### config.mk
export PLATFORM = sky130hd
export DESIGN_NAME = xip_ahbl_ctrl
export DESIGN_NICKNAME = d
export VERILOG_FILES = /design/src/rtl/xip_pkg.sv /design/src/rtl/xip_tmo_cnt.sv /design/src/rtl/xip_ahbl_ctrl.sv
export SDC_FILE = /design/constraint.sdc
export NUM_CORES = 1
export LEC_CHECK = 0
export CORE_UTILIZATION = 35
export DETAILED_ROUTE_END_ITERATION = 8
export PLACE_DENSITY_LB_ADDON = 0.3
export SYNTH_ARGS = -nofsm -noshare
export SYNTH_HDL_FRONTEND = slang
export SYNTH_HIERARCHICAL = 1
export SYNTH_SLANG_ARGS = --single-unit
### constraint.sdc
create_clock -name clk -period 2 [get_ports clk]
set_input_delay 0.4 -clock clk [delete_from_list [all_inputs] [get_ports clk]]
set_output_delay 0.4 -clock clk [all_outputs]
set_load 0.02 [all_outputs]
### src/rtl/xip_pkg.sv
`default_nettype none
// ============================================================================
// Module      : xip_pkg
// Description : Shared definitions for the XIP AHB-lite cache controller:
//               controller state encoding, cache line geometry, AHB HTRANS
//               codes and small address helpers.
// Revision    : 1.0 - initial release
// ============================================================================
package xip_pkg;

    // Cache line geometry: 16-byte lines, 4 offset bits.
    localparam int LINE_SIZE = 16;
    localparam int OFF_WIDTH = $clog2(LINE_SIZE);

    // AHB-lite HTRANS encodings.
    localparam logic [1:0] HTRANS_IDLE   = 2'b00;
    localparam logic [1:0] HTRANS_BUSY   = 2'b01;
    localparam logic [1:0] HTRANS_NONSEQ = 2'b10;
    localparam logic [1:0] HTRANS_SEQ    = 2'b11;

    // Controller state encoding.
    typedef enum logic [2:0] {
        ST_IDLE  = 3'd0,
        ST_CHECK = 3'd1,
        ST_FILL  = 3'd2,
        ST_WRITE = 3'd3,
        ST_ERR1  = 3'd4,
        ST_ERR2  = 3'd5,
        ST_DRAIN = 3'd6
    } xip_state_e;

    // True for NONSEQ/SEQ, false for IDLE/BUSY.
    function automatic logic trans_active(input logic [1:0] t);
        logic act;
        act = 1'b0;
        case (t)
            HTRANS_NONSEQ, HTRANS_SEQ: act = 1'b1;
            HTRANS_IDLE, HTRANS_BUSY:  act = 1'b0;
        endcase
        return act;
    endfunction

    // Line-aligned base of a 24-bit flash address.
    function automatic logic [23:0] line_base(input logic [23:0] a);
        return {a[23:OFF_WIDTH], {OFF_WIDTH{1'b0}}};
    endfunction

endpackage : xip_pkg
`default_nettype wire

### src/rtl/xip_tmo_cnt.sv
`default_nettype none
// ============================================================================
// Module      : xip_tmo_cnt
// Description : Saturating line-fill timeout counter. Cleared by clr,
//               advanced by en, and flags expired once the count equals
//               LIMIT. The count holds at LIMIT and never wraps.
// Ports       : clk, rst_n   - clock, asynchronous active-low reset
//               clr          - synchronous clear (has priority over en)
//               en           - count enable
//               expired      - count has reached LIMIT
// Revision    : 1.0 - initial release
// ============================================================================
module xip_tmo_cnt #(
    parameter int unsigned LIMIT = 1023
) (
    input  logic clk,
    input  logic rst_n,
    input  logic clr,
    input  logic en,
    output logic expired
);

    localparam int unsigned CNT_W     = (LIMIT < 1) ? 1 : $clog2(LIMIT + 1);
    localparam logic [CNT_W-1:0] LIMIT_V = CNT_W'(LIMIT);

    logic [CNT_W-1:0] cnt_q;

    assign expired = (cnt_q == LIMIT_V);

    always_ff @(posedge clk or negedge rst_n) begin
        if (!rst_n) begin
            cnt_q <= '0;
        end else if (clr) begin
            cnt_q <= '0;
        end else if (en && !expired) begin
            cnt_q <= cnt_q + 1'b1;
        end
    end

endmodule : xip_tmo_cnt
`default_nettype wire

### src/rtl/xip_ahbl_ctrl.sv
`default_nettype none
// ============================================================================
// Module      : xip_ahbl_ctrl
// Description : AHB-lite slave front end for an execute-in-place flash
//               cache. Reads are looked up in the cache in their data phase
//               (zero wait states on a hit); a miss launches one line fill
//               through the flash reader, writes the line into the cache and
//               re-checks. A fill that outlives FR_TIMEOUT cycles returns a
//               two-cycle ERROR and the controller then drains the still
//               outstanding fill before serving anything else.
// Config      : XIP_WR_ERR_EN - when defined, AHB writes receive a two-cycle
//               ERROR response; when undefined, writes complete OKAY with no
//               wait states and have no effect.
// Ports       : clk, rst_n            - clock, asynchronous active-low reset
//               HSEL/HADDR/HTRANS/HWRITE/HREADY - AHB-lite address phase
//               HREADYOUT/HRESP/HRDATA         - AHB-lite data phase
//               A, A_h                - cache data / hit-check address (la)
//               hit, Do               - cache hit flag and read word
//               wr                    - one-cycle cache line write strobe
//               fr_addr, fr_rd        - flash reader line address and start
//               fr_done               - flash reader completion
// Revision    : 1.0 - initial release
// ============================================================================
module xip_ahbl_ctrl
    import xip_pkg::*;
#(
    parameter int unsigned FR_TIMEOUT = 1023
) (
    input  logic        clk,
    input  logic        rst_n,
    // AHB-lite slave
    input  logic        HSEL,
    input  logic [31:0] HADDR,
    input  logic [1:0]  HTRANS,
    input  logic        HWRITE,
    input  logic        HREADY,
    output logic        HREADYOUT,
    output logic        HRESP,
    output logic [31:0] HRDATA,
    // Cache
    output logic [23:0] A,
    output logic [23:0] A_h,
    input  logic        hit,
    input  logic [31:0] Do,
    output logic        wr,
    // Flash reader
    output logic [23:0] fr_addr,
    output logic        fr_rd,
    input  logic        fr_done
);

`ifdef XIP_WR_ERR_EN
    localparam xip_state_e WR_ACC_STATE = ST_ERR1;
`else
    localparam xip_state_e WR_ACC_STATE = ST_IDLE;
`endif

    xip_state_e  state_q, state_d;
    logic [23:0] la_q, la_d;
    logic        lw_q, lw_d;
    logic        tmo_q, tmo_d;      // ERR1/ERR2 sequence caused by a fill timeout
    logic        drn_q, drn_d;      // WRITE was reached from DRAIN
    logic        pend_q, pend_d;    // transfer accepted while draining, held
    logic [23:0] fr_addr_q, fr_addr_d;
    logic        fr_rd_q, fr_rd_d;
    logic        wr_q, wr_d;

    logic        cnt_clr;
    logic        cnt_en;
    logic        cnt_expired;

    logic        w_acc;
    xip_state_e  w_dispatch;

    logic        unused_haddr;
    assign unused_haddr = ^HADDR[31:24];

    assign w_acc = HSEL & trans_active(HTRANS) & HREADY;

    // Next state for a cycle that can start a new data phase.
    assign w_dispatch = !w_acc ? ST_IDLE : (HWRITE ? WR_ACC_STATE : ST_CHECK);

    xip_tmo_cnt #(
        .LIMIT (FR_TIMEOUT)
    ) u_tmo (
        .clk     (clk),
        .rst_n   (rst_n),
        .clr     (cnt_clr),
        .en      (cnt_en),
        .expired (cnt_expired)
    );

    always_comb begin
        state_d   = state_q;
        la_d      = la_q;
        lw_d      = lw_q;
        tmo_d     = tmo_q;
        drn_d     = drn_q;
        pend_d    = pend_q;
        fr_addr_d = fr_addr_q;
        fr_rd_d   = 1'b0;
        wr_d      = 1'b0;
        cnt_clr   = 1'b0;
        cnt_en    = 1'b0;

        if (w_acc) begin
            la_d = HADDR[23:0];
            lw_d = HWRITE;
        end

        case (state_q)
            ST_IDLE: begin
                state_d = w_dispatch;
            end
            ST_CHECK: begin
                if (hit) begin
                    state_d = w_dispatch;
                end else begin
                    state_d   = ST_FILL;
                    fr_rd_d   = 1'b1;
                    fr_addr_d = line_base(la_q);
                    cnt_clr   = 1'b1;
                end
            end
            ST_FILL: begin
                cnt_en = 1'b1;
                // fr_done takes priority over a simultaneous timeout
                if (fr_done) begin
                    state_d = ST_WRITE;
                    wr_d    = 1'b1;
                end else if (cnt_expired) begin
                    state_d = ST_ERR1;
                    tmo_d   = 1'b1;
                end
            end
            ST_WRITE: begin
                if (drn_q) begin
                    drn_d  = 1'b0;
                    pend_d = 1'b0;
                    if (!pend_q) begin
                        state_d = ST_IDLE;
                    end else if (lw_q) begin
                        state_d = WR_ACC_STATE;
                    end else begin
                        state_d = ST_CHECK;
                    end
                end else begin
                    state_d = ST_CHECK;
                end
            end
            ST_ERR1: begin
                state_d = ST_ERR2;
            end
            ST_ERR2: begin
                if (tmo_q) begin
                    // The timed-out fill is still running in the reader;
                    // wait for it before starting anything new.
                    state_d = ST_DRAIN;
                    tmo_d   = 1'b0;
                    pend_d  = w_acc;
                end else begin
                    state_d = w_dispatch;
                end
            end
            ST_DRAIN: begin
                if (w_acc) begin
                    pend_d = 1'b1;
                end
                if (fr_done) begin
                    state_d = ST_WRITE;
                    wr_d    = 1'b1;
                    drn_d   = 1'b1;
                end
            end
            default: begin
                state_d = ST_IDLE;
            end
        endcase
    end

    always_ff @(posedge clk or negedge rst_n) begin
        if (!rst_n) begin
            state_q   <= ST_IDLE;
            la_q      <= '0;
            lw_q      <= 1'b0;
            tmo_q     <= 1'b0;
            drn_q     <= 1'b0;
            pend_q    <= 1'b0;
            fr_addr_q <= '0;
            fr_rd_q   <= 1'b0;
            wr_q      <= 1'b0;
        end else begin
            state_q   <= state_d;
            la_q      <= la_d;
            lw_q      <= lw_d;
            tmo_q     <= tmo_d;
            drn_q     <= drn_d;
            pend_q    <= pend_d;
            fr_addr_q <= fr_addr_d;
            fr_rd_q   <= fr_rd_d;
            wr_q      <= wr_d;
        end
    end

    // HREADYOUT follows hit combinationally in CHECK so a hit costs no
    // wait state. In DRAIN the bus is only held once a transfer is pending.
    always_comb begin
        HREADYOUT = 1'b1;
        case (state_q)
            ST_IDLE:  HREADYOUT = 1'b1;
            ST_CHECK: HREADYOUT = hit;
            ST_FILL:  HREADYOUT = 1'b0;
            ST_WRITE: HREADYOUT = 1'b0;
            ST_ERR1:  HREADYOUT = 1'b0;
            ST_ERR2:  HREADYOUT = 1'b1;
            ST_DRAIN: HREADYOUT = !pend_q;
            default:  HREADYOUT = 1'b1;
        endcase
    end

    assign HRESP   = (state_q == ST_ERR1) || (state_q == ST_ERR2);
    assign HRDATA  = Do;
    assign A       = la_q;
    assign A_h     = la_q;
    assign wr      = wr_q;
    assign fr_addr = fr_addr_q;
    assign fr_rd   = fr_rd_q;

endmodule : xip_ahbl_ctrl
`default_nettype wire

# --- Word level (Yosys, flattened, before mapping) ---
# Cells that the tools add are included.
op_classes:
  n_addsub: 1
  n_eq_ne: 17
  muxes: 29
  bitwise: 3
  reduce_logical: 19
ops:
  columns: ["cell", "n"]
  rows:
  - ["one-hot mux 3 bit (7 select lines)", 1]
  - ["two-way mux 10 bit", 2]
  - ["two-way mux 1 bit", 15]
  - ["two-way mux 3 bit", 5]
  - ["adder 10 x 1 -> 10 bit (second input constant)", 1]
  - ["equality test 10 bit (second input constant)", 1]
  - ["inequality test 2 bit (second input constant)", 5]
  - ["equality test 3 bit (second input constant)", 3]
  - ["equality test 3 x 2 -> 1 bit (second input constant)", 2]
  - ["one-hot mux 1 bit (2 select lines)", 3]
  - ["one-hot mux 1 bit (3 select lines)", 2]
  - ["AND reduction 2 bit", 3]
  - ["nonzero test 2 bit", 3]
  - ["OR reduction 2 bit", 3]
  - ["equality test 2 bit (second input constant)", 2]
  - ["AND reduction 4 bit", 1]
  - ["equality test 3 x 1 -> 1 bit (second input constant)", 1]
  - ["logical NOT 3 bit", 1]
  - ["inequality test 3 x 2 -> 1 bit (second input constant)", 1]
  - ["AND reduction 3 bit", 1]
  - ["nonzero test 3 bit", 1]
  - ["OR reduction 3 bit", 1]
  - ["AND 1 bit", 2]
  - ["equality test 2 x 1 -> 1 bit (second input constant)", 1]
  - ["other kinds (7)", 8]
word_totals:
  reg_bits: 63
  in_bits: 73
  output_inout_bits: 108
  wordCells: 79

# --- Logic depth before layout (Yosys ltp) ---
depth:
  ltp_word: 8
  mapped_depth: 7
  depth_no_buf: 6

# --- Hierarchy ---
# The synthesis kept the hierarchy.
modules_own_cells:
  columns: ["module", "n_inst", "cells_each", "area_each_um2", "seq_area_each_um2"]
  rows:
  - ["xip_ahbl_ctrl", 1, 266, 2610.0, 1326.3]
  - ["xip_tmo_cnt", 1, 56, 565.5, 250.2]

# --- Least setup slack after synthesis ---
# OpenSTA, ideal clock, no wires.
synth_path:
  path_kind: "reg-to-reg"
  start: "register state_q[0]"
  end: "register u_tmo.cnt_q[5]"
  setup_time_ps: 77
  t_arrival_ps: 1776
  required_time_ps: 1923
  slack_ps: 147
  stages_incl_launch_ff: 7
  n_path_buf: 1
  period_less_slack_ps: 1853
  cell_sequence: "dfrtp_1 > buf_2 > nand2b_1 > nor2_1 > o31ai_4 > or4_1 > a21oi_1"
synth_between:
  elab_chain_cells: 4
  elab_cells_between_ends: 7
  cone_classes: "2 x eq/ne; 3 x mux; 2 x reduce/logical"
synth_rtl:
  columns: ["element", "line", "rtl"]
  rows:
  - ["start, declared", "xip_ahbl_ctrl.sv:58", "xip_state_e state_q, state_d;"]
  - ["start signal, assigned", "xip_ahbl_ctrl.sv:193", "state_q <= state_d;"]
  - ["equality test 3 x 2 -> 1 bit", "xip_ahbl_ctrl.sv:111", "case (state_q)"]
  - ["two-way mux 1 bit", "xip_ahbl_ctrl.sv:111", null]
  - ["via cnt_en", "xip_ahbl_ctrl.sv:69", "logic cnt_en;"]
  - ["logical AND 1 bit", "xip_tmo_cnt.sv:35", "end else if (en && !expired) begin"]
  - ["nonzero test 2 bit (no line)", null, null]
  - ["end signal, assigned", "xip_tmo_cnt.sv:36", "cnt_q <= cnt_q + 1'b1;"]
  - ["end, declared", "xip_tmo_cnt.sv:26", "logic [CNT_W-1:0] cnt_q;"]
# The timed path passes the listed nets, and every way through them passes these cells.
# A chain may end at the register's enable or synchronous reset.

# --- Final worst setup path ---
layout_path:
  start: "register state_q[2]"
  end: "output HREADYOUT"
layout_between:
  elab_chain_cells: 3
  elab_cells_between_ends: 7
  cone_classes: "5 x eq/ne; 1 x mux; 1 x reduce/logical"
layout_rtl:
  columns: ["element", "line", "rtl"]
  rows:
  - ["equality test 3 bit or equality test 3 x 2 -> 1 bit (tied branches)", "xip_ahbl_ctrl.sv:209", "case (state_q)"]
  - ["OR reduction 3 bit (no line)", null, null]
  - ["one-hot mux 1 bit (3 select lines) *", "xip_ahbl_ctrl.sv:209", null]
  - ["end, declared", "xip_ahbl_ctrl.sv:37", "output logic HREADYOUT,"]
# Mark *: on every way between the ends. The rest lies on a longest branch, timed or not.

==> results.py <==
metrics = {
    "routing": {
        "wl_per_cell_um": 13.6,
        "viasPerCell": 4.70,
        "firstDrtPassIters": 4,
        "detail_route.drc_violations": 0,
        "routed-via-count": 2317,
        "drt_iter0_drc": 94,
        "ant_nets": 0,
        "wl_um": 6710,
    },
    "outcome": {
        "outcome": "finished clean",
    },
    "worst_hold_path": {
        "hold_path.class": "in -> async",
    },
    "clocking": {
        "cts_tree": "yes",
        "cts_root_buf": "clkbuf_8",
        "clk_pin_slew_ns": 0.07,
        "insertion_delay_ns": 0.33,
        "clockBufferDepth": 2,
        "cts-resized-gates": 4,
        "postCtsSetupRepairBufs": 0,
        "cts_hold_buf": 0,
        "cts_max_level": 3,
        "numCtsBuffers": 9,
        "cts.sinks": 63,
    },
    "global_routing": {
        "grt_first_pass_wirelength_um": 11000,
        "grt_usage_pct": 14.7,
        "grt_pass1_vias": 2219,
        "grt_max_degree": 45,
        "overflow": 0,
        "antenna_found_initial": 0,
    },
    "die": {
        "chipHeight_um": 97.3,
        "ios": 181,
        "dieArea_um2": 9460,
        "rows": 34,
        "core_area_um2": 8760,
        "die_w_um": 97.3,
        "start_util_pct": 36.2,
    },
    "power_and_ir_drop": {
        "switching_share_pct": 34.9,
        "pwr-share-seq_pct": 37.0,
        "p_int_uw": 3520,
        "power_switching_uw": 1890,
        "p_leak_uw": 0.00189,
        "pwr-share-clk_pct": 22.0,
        "combPwrFrac_pct": 41.0,
        "power_density_nw_per_um2": 1290,
        "vdd_drop_max_uv": 526,
    },
    "timing": {
        "fin_ws_ns": 0.173,
        "finalSetupTns_ns": 0,
        "rsz0062_at_grt": "false",
        "fin_crit_sh_pct": 91.4,
        "clock.fmax_ghz": 0.547,
        "finalMaxSlewViolations": 0,
        "hold_viol": 0,
        "min_period_ns": 1.83,
        "finalSetupViolCount": 0,
        "finClkSkew_ns": 0.00476,
    },
    "synth": {
        "ys_seq_area_share_pct": 49.6,
        "ys_ff_latch": 63,
        "yosysTopAreaCellShare_pct": 49.6,
        "ys_warn_count": 6,
        "yosysTopAreaCell": "dfrtp_1",
        "synth_edf_count": 0,
        "yosys_most_used_dff": "dfrtp_1",
        "yosysUniqueCellTypes": 43,
        "syn_area_um2": 3180,
        "synth.area.top_cells": "dfrtp_1 50%, buf_4 15%, nand2_1 9.6%",
        "synthCells": 322,
        "async_flop_share_pct": 100,
        "postSynthAreaPerCell_um2": 9.86,
    },
    "critical_path": {
        "crit_arrival_ns": 1.43,
        "crit_path_max_fanout": 12,
        "cp.required_ns": 1.60,
        "end_kind": "output pin",
        "r2r_setup_slack_ns": 0.18,
        "critPathLaunchType": "flop",
        "critical_path_class": "reg -> out",
    },
    "place": {
        "placed_cells": 478,
        "place_ws_ns": -0.190,
        "gp_congestion": 0.833,
        "numPortBuffers": 103,
        "dp_hpwl_um": 4680,
    },
    "flow_run": {
        "max-cap-violations": 0,
    },
    "finish": {
        "antenna_cells": 0,
        "layout_commonest_cell": "clkdlybuf4s50_1",
        "areaGrowthSynthToFinish_pct": 31.7,
        "layout.cells.most_common_list": "100 x clkdlybuf4s50_1, 81 x nand2_1, 62 x dfrtp_1",
        "fin_nets": 455,
        "drive_gt1_share_pct": 14.8,
        "final_cell_count_no_fill": 493,
        "fin_util_pct": 47.7,
    },
}
per-stage QoR:
step	total power [uW]	area [um^2]	hold slack, ns
global placement	4240	3980	0.377
CTS	5480	4190	0.0190
detailed placement	4270	3980	0.387
finish	5410	4180	0.0163
floorplan	3380	3190	0.104
global route	5710	4180	0.0429
power by group through the flow:
stage                     sequential [uW]  clock, uW  combinational, uW
after global placement               2010          0               2230
after detailed placement             2020          0               2250
after floorplan                      2280          0               1090
final                                2000       1190               2220
after CTS                            2010       1220               2250
after global routing                 2070       1270               2370
per-layer routing:
metal | vias to the layer above | wire [um] | track usage, %
met4 | 0 | 123 | 7.13
met5 | - | 0 | 0
li1 | 1120 | - | -
met1 | 1106 | 2940 | 18.3
met2 | 71 | 3220 | 23.7
met3 | 20 | 423 | 3.96
final cells by class:
cell class,instances,area (um^2)
Fill cell,843,4580
Sequential cell,63,1580
Timing Repair Buffer,116,1170
Multi-Input combinational cell,184,1060
Clock buffer,11,141
Tap cell,108,135
Clock inverter,4,70.1
Inverter,7,26.3
cells in the mapped netlist, types with 2 or more instances:
library cell  instances
a21oi_1               8
a31oi_1               4
a32oi_1               2
buf_2                 5
buf_4                62
buf_6                 2
clkbuf_1              2
dfrtp_1              63
inv_1                 7
mux2_2               20
nand2_1              81
nand3_1               2
nand4_1               4
nand4_2               2
nor2_1               13
nor2b_1               2
nor3_1                3
o21ai_0               8
o22ai_1               3
o31ai_1               2
or3_1                 2
xnor2_1               2
xor2_1                3
flip-flops by register name (all words and copies together), names as in the netlist:
name / count
state_q: 3
drn_q: 1
pend_q: 1
u_tmo/cnt_q: 10
tmo_q: 1
lw_q: 1
fr_rd: 1
fr_addr: 20
A: 24
wr: 1
logic make-up (layout without fill, tap and decap cells):
kind of cell | Yosys count | in the layout | share of synthesized area, %
compound gates | 34 | 34 | 7.17
xor+xnor | 5 | 5 | 1.38
fa+ha+maj | 1 | 1 | 0.394
buf+inv | 78 | 138 | 17.2
flops | 63 | 63 | 49.6
mux | 21 | 21 | 7.41
other cells | 1 | 4 | 0.118
simple gates | 119 | 119 | 16.7
critical path: stages, from the launching register on:
cell and delay (ns):
dfrtp_2 0.48, nor2_2 0.16, nand2_2 0.07, a32o_1 0.22
clkbuf_2 0.15
path summary, 6_finish.rpt:
path,from,endpoint,cells past startpoint
worst max register to register,state_q[0],u_tmo/cnt_q[5],6
worst min-delay path,rst_n,fr_addr[15],1
min in group clk,lw_q,lw_q,2
worst max-delay path,state_q[2],HREADYOUT,4
worst min register to register,lw_q,lw_q,2
max in group asynchronous,rst_n,state_q[2],2
No activity file was read; power rests on OpenSTA's default activity.
